**config.mk**
```make
export PLATFORM = sky130hd
export DESIGN_NAME = synchronous_ram_param
export DESIGN_NICKNAME = d
export VERILOG_FILES = /design/src/rtl/synchronous_ram_param.sv
export SDC_FILE = /design/constraint.sdc
export NUM_CORES = 1
export LEC_CHECK = 0
export BUFFER_PORTS_ARGS = -buffer_cell sky130_fd_sc_hd__buf_2
export CORE_ASPECT_RATIO = 1.4
export CORE_MARGIN = 2
export CORE_UTILIZATION = 40
export DETAILED_ROUTE_END_ITERATION = 10
export GPL_ROUTABILITY_DRIVEN = 0
export PLACE_DENSITY_LB_ADDON = 0.08
export SKIP_LAST_GASP = 1
export SLEW_MARGIN = 20
export SYNTH_ARGS = -nofsm -noshare
export SYNTH_HDL_FRONTEND = slang
export SYNTH_SLANG_ARGS = --single-unit
```
**constraint.sdc**
```tcl
create_clock -name clk -period 4.95 [get_ports clk]
set_input_delay 0.495 -clock clk [delete_from_list [all_inputs] [get_ports clk]]
set_output_delay 0.495 -clock clk [all_outputs]
set_load 0.01 [all_outputs]
```
**src/rtl/synchronous_ram_param.sv**
```systemverilog
// Single-port synchronous RAM: byte-lane writes, registered read with rdValid, hardware clear sweep.
// Optional per-lane even parity with a parErr output is enabled by defining SYNCHRONOUS_RAM_PARITY_EN.
module synchronous_ram_param #(
    parameter int unsigned DATA_W    = 16,
    parameter int unsigned ADDR_W    = 3,
    parameter int unsigned DEPTH     = 8,
    parameter int unsigned READ_MODE = 0
) (
    input  logic                clk,
    input  logic                reset,
    input  logic                CS,
    input  logic                RD,
    input  logic                WE,
    input  logic [DATA_W/8-1:0] BE,
    input  logic [ADDR_W-1:0]   addr,
    input  logic [DATA_W-1:0]   dataIn,
    input  logic                clear,
    output logic [DATA_W-1:0]   dataOut,
    output logic                rdValid,
`ifdef SYNCHRONOUS_RAM_PARITY_EN
    output logic                ready,
    output logic                parErr
`else
    output logic                ready
`endif
);

    localparam int unsigned NB    = DATA_W / 8;
    localparam int unsigned IDX_W = (DEPTH > 1) ? $clog2(DEPTH) : 1;
    localparam logic [ADDR_W-1:0] LAST_ADDR = ADDR_W'(DEPTH - 1);

    typedef enum logic {
        S_CLEAR,
        S_IDLE
    } state_t;

    state_t              state_q;
    logic [ADDR_W-1:0]   clr_addr_q;
    logic                ready_q;
    logic                rd_valid_q;
    logic [DATA_W-1:0]   data_out_q;
    logic [DATA_W-1:0]   mem_q [DEPTH];

    logic                accept;
    logic                in_range;
    logic [IDX_W-1:0]    idx;
    logic                wr_en;
    logic [IDX_W-1:0]    wr_idx;
    logic [DATA_W-1:0]   old_word;
    logic [DATA_W-1:0]   merged_word;
    logic [DATA_W-1:0]   wr_word;
    logic [DATA_W-1:0]   rd_word_d;

    // ready_q is only ever high in S_IDLE, so it doubles as the state qualifier here.
    assign accept   = CS && ready_q && !clear;
    assign in_range = ({1'b0, addr} < (ADDR_W + 1)'(DEPTH));
    assign idx      = addr[IDX_W-1:0];
    assign old_word = in_range ? mem_q[idx] : '0;

    always_comb begin
        merged_word = old_word;
        for (int unsigned i = 0; i < NB; i++) begin
            if (WE && BE[i]) begin
                merged_word[8*i +: 8] = dataIn[8*i +: 8];
            end
        end
    end

    assign wr_en     = (state_q == S_CLEAR) || (accept && WE && in_range && (|BE));
    assign wr_idx    = (state_q == S_CLEAR) ? clr_addr_q[IDX_W-1:0] : idx;
    assign wr_word   = (state_q == S_CLEAR) ? '0 : merged_word;
    assign rd_word_d = !in_range ? '0 : ((READ_MODE != 0) ? merged_word : old_word);

    always_ff @(posedge clk) begin
        if (wr_en) begin
            mem_q[wr_idx] <= wr_word;
        end
    end

`ifdef SYNCHRONOUS_RAM_PARITY_EN
    logic [NB-1:0] par_q [DEPTH];
    logic [NB-1:0] old_par;
    logic [NB-1:0] merged_par;
    logic [NB-1:0] rd_par;
    logic [NB-1:0] rd_calc;
    logic          par_err_q;
    logic          par_err_d;

    assign old_par = in_range ? par_q[idx] : '0;

    always_comb begin
        merged_par = old_par;
        rd_calc    = '0;
        for (int unsigned i = 0; i < NB; i++) begin
            if (WE && BE[i]) begin
                merged_par[i] = ^dataIn[8*i +: 8];
            end
            rd_calc[i] = ^rd_word_d[8*i +: 8];
        end
    end

    assign rd_par    = !in_range ? '0 : ((READ_MODE != 0) ? merged_par : old_par);
    assign par_err_d = |(rd_par ^ rd_calc);

    always_ff @(posedge clk) begin
        if (wr_en) begin
            par_q[wr_idx] <= (state_q == S_CLEAR) ? '0 : merged_par;
        end
    end

    assign parErr = par_err_q;
`endif

    always_ff @(posedge clk or posedge reset) begin
        if (reset) begin
            state_q    <= S_CLEAR;
            clr_addr_q <= '0;
            ready_q    <= 1'b0;
            rd_valid_q <= 1'b0;
            data_out_q <= '0;
`ifdef SYNCHRONOUS_RAM_PARITY_EN
            par_err_q  <= 1'b0;
`endif
        end else begin
            rd_valid_q <= 1'b0;
`ifdef SYNCHRONOUS_RAM_PARITY_EN
            par_err_q  <= 1'b0;
`endif
            unique case (state_q)
                S_CLEAR: begin
                    if (clear) begin
                        clr_addr_q <= '0;
                    end else if (clr_addr_q == LAST_ADDR) begin
                        state_q <= S_IDLE;
                        ready_q <= 1'b1;
                    end else begin
                        clr_addr_q <= clr_addr_q + ADDR_W'(1);
                    end
                end
                S_IDLE: begin
                    if (clear) begin
                        state_q    <= S_CLEAR;
                        clr_addr_q <= '0;
                        ready_q    <= 1'b0;
                    end else if (accept && RD) begin
                        data_out_q <= rd_word_d;
                        rd_valid_q <= 1'b1;
`ifdef SYNCHRONOUS_RAM_PARITY_EN
                        par_err_q  <= par_err_d;
`endif
                    end
                end
                default: ;
            endcase
        end
    end

    assign dataOut = data_out_q;
    assign rdValid = rd_valid_q;
    assign ready   = ready_q;

endmodule

```
# --- Word level (Yosys, flattened, before mapping) ---
# Memory sizes are Yosys's and may differ from the RTL's.
# Index checks and enable logic that the tools add are counted.
word_totals:
  out_inout_bits: 18
  inputBits: 27
  memories: 1
  ff_bits: 22
  elab_cells: 48
  mem_bits_rw: 128
mem_list:
  columns: ["memory", "words", "width", "read_ports", "rd_clocked_by_memory_dff", "wr", "line", "source"]
  rows:
  - ["mem_q", 8, 16, 1, 0, 1, "42", "logic [DATA_W-1:0] mem_q [DEPTH];"]
op_classes:
  n_eq_ne: 5
  n_mux: 21
  add_sub_neg: 1
  n_bitwise: 2
  reduce_logical: 13
op_table:
  columns: ["operator", "count"]
  rows:
  - ["2-to-1 mux 16 bit", 1]
  - ["2-to-1 mux 8 bit", 2]
  - ["2-to-1 mux 3 bit", 4]
  - ["2-to-1 mux 1 bit", 11]
  - ["logical AND 1 bit", 7]
  - ["one-hot mux 3 bit (2 select lines)", 1]
  - ["AND reduction 3 bit", 2]
  - ["inequality test 2 bit (second input constant)", 2]
  - ["one-hot mux 1 bit (2 select lines)", 2]
  - ["adder 3 x 1 -> 3 bit (second input constant)", 1]
  - ["== test 3 bit (second input constant)", 1]
  - ["inequality test 3 bit (second input constant)", 1]
  - ["inequality test 2 x 1 -> 1 bit (second input constant)", 1]
  - ["inverter 1 bit", 2]
  - ["AND reduction 2 bit", 1]
  - ["OR reduction 2 bit", 1]
  - ["zero test 1 bit", 1]
  - ["logical OR 1 bit", 1]

# --- Longest topological paths before layout ---
# Gate-level depths: netlist of run 1.
depth:
  depth_word: 7
  ltp_mapped: 6
  mapped_depth_nobuf: 5

# --- Worst setup path after synthesis of run 1 ---
# Ideal clock, no wire load.
synth_timing:
  path_type: "input to register"
  from: "in addr[1]"
  to: "mem mem_q[0][0], enable pin"
  required_ns: 4.562
  path_buffers: 1
  t_arrival_ns: 1.934
  cell_stages: 4
  path_slack_ns: 2.628
  path_cell_list: "nor2_1 > clkbuf_1 > a21oi_1 > nor2_1"
synth_via:
  elab_chain_len: 1
synth_rtl:
  columns: ["item", "line", "source"]
  rows:
  - ["start, declared", "15", "input logic [ADDR_W-1:0] addr,"]
  - ["2-to-1 mux 3 bit", "70", "assign wr_idx = (state_q == S_CLEAR) ? clr_addr_q[IDX_W-1:0] : idx;"]
  - ["end, declared", "42", null]
# Every way passes these cells.

# --- Worst setup path in the final report of run 1 ---
layout_timing:
  from: "reg state_q"
  to: "mem mem_q[7][3], enable pin"
layout_via:
  elab_chain_len: 4
  elab_cells_between_ends: 5
  classes_between: "mux: 3; bitwise: 1; reduce/logical: 1"
layout_rtl:
  columns: ["item", "line", "source"]
  rows:
  - ["start, declared", "37", "state_t state_q;"]
  - ["start signal, assigned", "116", "state_q <= S_CLEAR;"]
  - ["start signal, assigned", "134", "state_q <= S_IDLE;"]
  - ["start signal, assigned", "142", "state_q <= S_CLEAR;"]
  - ["inverter 1 bit", null, null]
  - ["logical OR 1 bit", "69", "assign wr_en = (state_q == S_CLEAR) || (accept && WE && in_range && (|BE));"]
  - ["2-to-1 mux 1 bit", "75", "if (wr_en) begin"]
  - ["2-to-1 mux 1 bit (implied by the code)", "76", "mem_q[wr_idx] <= wr_word;"]
# Parallel ways exist; a longest one is shown, timed or not.

==> metrics, run 1 <==
antenna violations before repair=0; skew final=between 0.009 and 0.01 ns; Mean Syn Cell Area=approximately 16 um2; PD cells=approximately 440 mW/mm2; R2R setup slack=2.17 ns; P_int=about 0.0025 W; drt via density=about 5.6; clock share of power=~47%; PostCTS Resize Cnt=0; pin count of the biggest net entering global routing=between 40 and 50; die width=around 110 um; core area=0.01505 mm2; Crit Path Max Fanout=29; fill cell total of the finished layout=around 1300; Syn Inst Count=approximately 380; Initial Utilization=between 40% and 50%; Peak VDD IR=slightly below 200 uV; Async S/R FF share, synth=roughly 15%; 1st-iter DRT viols=approximately 250; synthesized area=around 0.0062 mm2; Setup Viol. Count Final=0; required time of the critical path=5.06 ns; FF+latch count, synth=150; Layout area overhead=17.59%; fin crit share=56.11%; capturing point of the worst reg2reg path=mem_q[7][3]; Die Y-Extent=about 150 um; Slew Viols, Final=0; # Post-CTS Setup Buffers=0; CTS tree=done; Synth area leader=edfxtp_1; origin of the critical flop-to-flop path=state_q; Antenna diodes=0; sum of negative setup slack=0 ns; DR vias=3617; Sw Ratio=20.98%; register area share after synthesis=around 70%; Synth area leaders=edfxtp_1, dfrtp_1, mux2i_1; number of max-cap violations=0; critical path capture point type=flop; Pre-antenna DRT Iters=4; WS Path Type=reg -> reg; Ports=45; final hold violation count=0; first-pass GRT wire length=roughly 23 mm; Routed Antenna Nets=0; CP startpoint kind=flop; Max Fclk=between 300 and 400 MHz; I/O Buffers=44; Sink Count=150; Post-CTS Hold Fix Bufs=0; row count=between 50 and 60; H-tree levels=4; Synth top area share=about 62%; Longest Clk Path Bufs=2; grt total ovfl=0; RSZ-0062 raised after global routing=no; GRT Util Overall=19.53%; Residual DRC=0; EDFF count, synth=128; Yosys warning count=0; Worst Hold Class=in -> async; ratio of cells with drive above 1 in the final layout=28.32%; combinational cell fraction of total power=7.3%; Synth cell types=32; max_slew headroom=33.99%; PnR Total Power=0.003187 W; worst r2r path cells=5; fin nets=about 470; Clk pin slew, worst setup/hold paths=0.06 ns; die area=about 0.016 mm2; worst slew pin tran=between 0.9 and 1 ns; CTS root buf=clkbuf_16; DP HPWL=just over 9 mm; Total Wirelength=about 15 mm; status=finished clean; clock latency at the later pin of the worst-skew pair=0.42 ns; Post-synth top flop=edfxtp_1; number of global-route vias before repair=between 3000 and 4000; worst endpoint data arrival time=just under 3 ns; sw power=around 0.00067 W; Seq pwr share=a little under half; syn nets=about 410; CTS Buf Count=17; Leak=approximately 2.7 nW; Wirelength per Cell=23.31 um; post-layout min period=between 2 and 3 ns
[cells in the final DEF (no fill, tap or decap), types with 3 or more instances in the layout]
cell       synthesis  final
mux2i_1           35     35
o31ai_2           12     12
o211ai_1           3      3
edfxtp_1         128    128
mux2_2            28     28
nand2_1            9      9
o22ai_1           11     11
clkbuf_16          0     17
buf_2              4     44
o21ai_0           35     35
bufinv_16          0      7
a21oi_1           21     21
a221o_1           11     11
dfrtp_1           22     22
o31ai_1            4      4
buf_4              0     15
nor2_1            16     16
nor2b_1            3      3
a22oi_1            6      6
[cell families after synthesis]
family	Yosys count	synth area share, %
simple gates	33	2.329
flops	150	71.11
buf+inv	25	2.875
compound gates	109	12.19
mux	64	10.95
xor+xnor	1	0.1418
fa+ha+maj	2	0.4049
[registers in the layout (all words and copies together), names as in the netlist]
name	cells
rdValid	1
ready	1
mem_q	128
clr_addr_q	3
state_q	1
dataOut	16
[power by group through the flow]
stage	registers, W	clock network, W	logic, W
after global placement	0.00149	0	0.000239
after detailed placement	0.00149	0	0.000238
after CTS	0.00146	0.00152	0.000238
final	0.00146	0.00149	0.000233
after global routing	0.00147	0.00156	0.000255
after floorplan	0.00149	0	0.000144
[stage by stage]
stage,util [%],instances,hold WS [ns],instance area (um2),setup slack [ns]
3_3_place_gp,43.73,612,0.4953,6583,2.103
2_1_floorplan,-,384,0.4842,6180,2.628
6_report,48.28,644,0.1426,7267,2.173
3_5_place_dp,43.73,612,0.5017,6583,2.119
4_1_cts,48.28,644,0.1421,7267,2.016
5_1_grt,48.28,644,0.1656,7267,1.962
[critical path: stages, from the launching register on]
cell     delay [ns]
dfrtp_1        0.99
inv_1          0.24
nor2_1         0.15
a31oi_1        0.08
nor2_1         0.67
buf_4          0.33
[metal layers]
layer  GRT usage [%]  share of wire (%)  vias up
met5               0                  0        -
met4           4.936               0.85        0
met3           4.733                4.3       10
met2           33.01                 52       95
met1           25.19                 43     1873
li1                -                  -     1639
[cells in the mapped netlist, drive strengths merged (3+ instances only)]
| cell | number |
|---|---|
| nand2 | 9 |
| mux2i | 35 |
| a22oi | 6 |
| clkbuf | 10 |
| a21oi | 21 |
| edfxtp | 128 |
| buf | 13 |
| nor2 | 16 |
| a221o | 11 |
| o211ai | 3 |
| mux2 | 29 |
| o22ai | 11 |
| o21ai | 35 |
| dfrtp | 22 |
| o31ai | 16 |
| nor2b | 3 |
[worst max-delay path by stage]
stage | start | endpoint | slack [ns] | cells after the start
floorplan | addr[1] | mem_q[0][0] | 2.63 | 4
global placement | addr[2] | mem_q[7][4] | 2.10 | 6
detailed placement | addr[0] | mem_q[1][10] | 2.12 | 6
CTS | state_q | mem_q[7][9] | 2.02 | 5
global route | state_q | mem_q[7][3] | 1.96 | 5
finish | state_q | mem_q[7][3] | 2.17 | 5
[cell type report]
cell class                      instances  area, um2  area share, %
Sequential cell                       150       4394          60.47
Multi-Input combinational cell        209       1608          22.12
Clock buffer                           19      432.9          5.957
Timing Repair Buffer                   59      332.8          4.580
Clock inverter                         13      251.5          3.461
Tap cell                              192      240.2          3.306
Inverter                                2      7.507         0.1033
Note: power is estimated with default switching activity, not from simulation.
==> inputs of run 2 (changes only) <==
--- a/config.mk
+++ b/config.mk
@@ -5,6 +5,7 @@
 export SDC_FILE = /design/constraint.sdc
 export NUM_CORES = 1
 export LEC_CHECK = 0
+export ABC_AREA = 1
 export BUFFER_PORTS_ARGS = -buffer_cell sky130_fd_sc_hd__buf_2
 export CORE_ASPECT_RATIO = 1.4
 export CORE_MARGIN = 2
==> constraint.sdc (replaced) <==
create_clock -name clk -period 2.35 [get_ports clk]
set_input_delay 0.235 -clock clk [delete_from_list [all_inputs] [get_ports clk]]
set_output_delay 0.235 -clock clk [all_outputs]
set_load 0.01 [all_outputs]
==> run 2 against run 1 <==
The run now ends with hold timing left. Synthesized area is 8.5% higher. Critical path depth stayed put. Count of clock-buffer cells in the layout is 1 lower. Core utilization is 1.4 points lower. Cell count is 46% higher. Global-route usage is 0.73 points higher. Clock power is 78% higher. Sequential share of layout area is 4.0 points lower. Wire length is 15% higher. Die area is 8.3% higher. First-iteration DRC count is 4.9% lower. Via count is 29% higher. Critical endpoint is now mem_q[7][1]. Largest cell class unchanged.
==> metrics, run 2 <==
Worst Hold Class=in -> async (unchanged); Pre-antenna DRT Iters=4 (unchanged); Post-Layout Cell Count=940 (was 644); I/O Buffers=44 (unchanged); drt via density=4.967 (was 5.616); DP HPWL=11.95 mm (was 9.124 mm); most common cell after layout, fill and taps aside=nand2_1 (was edfxtp_1); max_slew headroom=40.67% (was 33.99%); most frequent cells in the layout=nand2_1, inv_1, edfxtp_1 (was edfxtp_1, buf_2, mux2i_1, o21ai_0, mux2_2); Synth cell types=20 (was 32); FF+latch count, synth=150 (unchanged); Wirelength per Cell=18.30 um (was 23.31 um); Layout area overhead=16.02% (was 17.59%); sum of negative setup slack=0 ns (unchanged); count leader, synth=nand2_1 (was edfxtp_1); Synth top area share=57.30% (was 62.20%); CP startpoint kind=flop (unchanged); EDFF count, synth=128 (unchanged); Residual DRC=0 (unchanged); Slew Viols, Final=0 (unchanged); ratio of cells with drive above 1 in the final layout=16.42% (was 28.32%); CTS root buf=clkbuf_16 (unchanged); Max Fclk=455.6 MHz (was 360.0 MHz); final hold slack=-0.0003832 ns (was 0.1426 ns); required time of the critical path=2.46 ns (was 5.06 ns); CTS tree=done (unchanged); Worst setup startpoint=state_q (unchanged); clock latency at the later pin of the worst-skew pair=0.42 ns (about the same); pin count of the biggest net entering global routing=45 (was 41); Largest register FFs=128 (unchanged); antenna violations before repair=0 (unchanged); post-layout min period=2.195 ns (was 2.777 ns); Clk pin slew, worst setup/hold paths=0.06 ns (about the same); fin nets=754 (was 468); Initial Utilization=40.39% (was 41.05%); origin of the critical flop-to-flop path=state_q (unchanged); fill cell total of the finished layout=1592 (was 1274); area of the multi-input gates=0.001580 mm2 (was 0.001608 mm2); # Post-CTS Setup Buffers=0 (unchanged); Synth area leader=edfxtp_1 (unchanged); WS Path Type=reg -> reg (unchanged); register area share after synthesis=65.51% (was 71.11%); Longest Clk Path Bufs=2 (unchanged); grt total ovfl=0 (unchanged); Mean Syn Cell Area=10.09 um2 (was 16.09 um2); placed insts=909 (was 612); final hold violation count=2 (was 0); synth cell count leaders=nand2_1, inv_1, edfxtp_1 (was edfxtp_1, mux2i_1, o21ai_0); Leak=3.552 nW (was 2.700 nW); failing checks=hold timing; PnR Total Power=0.006236 W (was 0.003187 W); Antenna diodes=0 (unchanged); core area=0.01661 mm2 (was 0.01505 mm2); Peak VDD IR=554.9 uV (was 192.3 uV); PostCTS Resize Cnt=0 (unchanged); RSZ-0062 raised after global routing=no (unchanged); fin crit share=93.39% (was 56.11%); Largest Register=mem_q (unchanged); status=complete, but fails checks (was finished clean); Ports=45 (unchanged); critical path capture point type=flop (unchanged); number of global-route vias before repair=4709 (was 3761); Syn Inst Count=665 (was 384); skew final=0.006002 ns (was 0.009519 ns); number of max-cap violations=0 (unchanged); fin util=46.87% (was 48.28%); H-tree levels=4 (unchanged); first-pass GRT wire length=26.07 mm (was 22.69 mm); die area=0.01784 mm2 (was 0.01647 mm2); DR vias=4669 (was 3617); 1st-iter DRT viols=233 (was 245); worst endpoint data arrival time=2.30 ns (was 2.89 ns); row count=56 (was 53); Post-synth top flop=edfxtp_1 (unchanged); Total Wirelength=17.20 mm (was 15.01 mm); Post-CTS Hold Fix Bufs=0 (unchanged); Crit Path Max Fanout=16 (was 29); GRT Util Overall=20.27% (was 19.53%); Routed Antenna Nets=0 (unchanged); Register Area=0.004394 mm2 (unchanged); Synth area leaders=edfxtp_1, nand2_1, dfrtp_1 (was edfxtp_1, dfrtp_1, mux2i_1); Sink Count=150 (unchanged); syn nets=694 (was 413); Setup Viol. Count Final=0 (unchanged); PD cells=801.3 mW/mm2 (was 438.6 mW/mm2); CTS Buf Count=17 (unchanged); Die Y-Extent=157.2 um (was 151.1 um); synthesized area=0.006708 mm2 (was 0.006180 mm2); worst slew pin tran=0.8890 ns (was 0.9902 ns); Async S/R FF share, synth=14.67% (unchanged); Yosys warning count=0 (unchanged); die width=113.4 um (was 109.1 um)
[run 2: cell families (layout without fill, tap and decap cells)]
group | Yosys count | count (layout) | share of synthesized area [%]
and+or+nand+nor | 290 | 290 | 18.15
DFF | 150 | 150 | 65.51
adders and majority gates | 2 | 2 | 0.3730
AOI/OAI and AO/OA | 55 | 55 | 5.036
buffers and inverters | 168 | 240 | 10.93
[run 2: routing by layer]
metal	global-route usage, %	vias to the layer above	part of all wire (%)
met5	0	-	0
met4	11.03	0	4.1
li1	-	2269	-
met2	36.33	118	54
met3	4.621	41	3.3
met1	22.09	2241	39
[run 2: worst paths after layout]
path | endpoint | slack (ns) | cells after the start
max in group asynchronous | dataOut[10] | 1.80 | 2
min reg2reg | dataOut[6] | 0.48 | 2
max | mem_q[7][1] | 0.16 | 5
min | dataOut[0] | -0.0004 | 2
min in group clk | ready | 0.05 | 2
max reg2reg | mem_q[7][1] | 0.16 | 5
[run 2: where the power goes]
part / internal [W] / leakage (nW) / switching, W
logic: 0.000165 / 1.75 / 0.000366
registers: 0.00302 / 1.52 / 0.0000395
clock network: 0.00164 / 0.273 / 0.00101
[run 2: critical path: stages, from the launching register on]
cell,delay (ns)
dfrtp_1,0.51
buf_4,0.27
o21ai_1,0.18
nand3_1,0.18
nor2_1,0.39
buf_4,0.34
[run 2: final cells by class]
cell class	count	area share, %
clock inverters	13	1.785
repair buffers	73	6.109
clock buffers	18	5.514
well taps	203	3.264
inverters	136	6.559
flip-flops and latches	150	56.46
multi-input cells	347	20.31
[run 2: per-stage QoR]
step           setup slack, ns  instance area [um2]
6_report                0.1552                 7782
2_1_floorplan           0.3489                 6708
3_5_place_dp            0.1786                 7214
4_1_cts                 0.1660                 7782
5_1_grt               0.003568                 7782
3_3_place_gp            0.1822                 7214
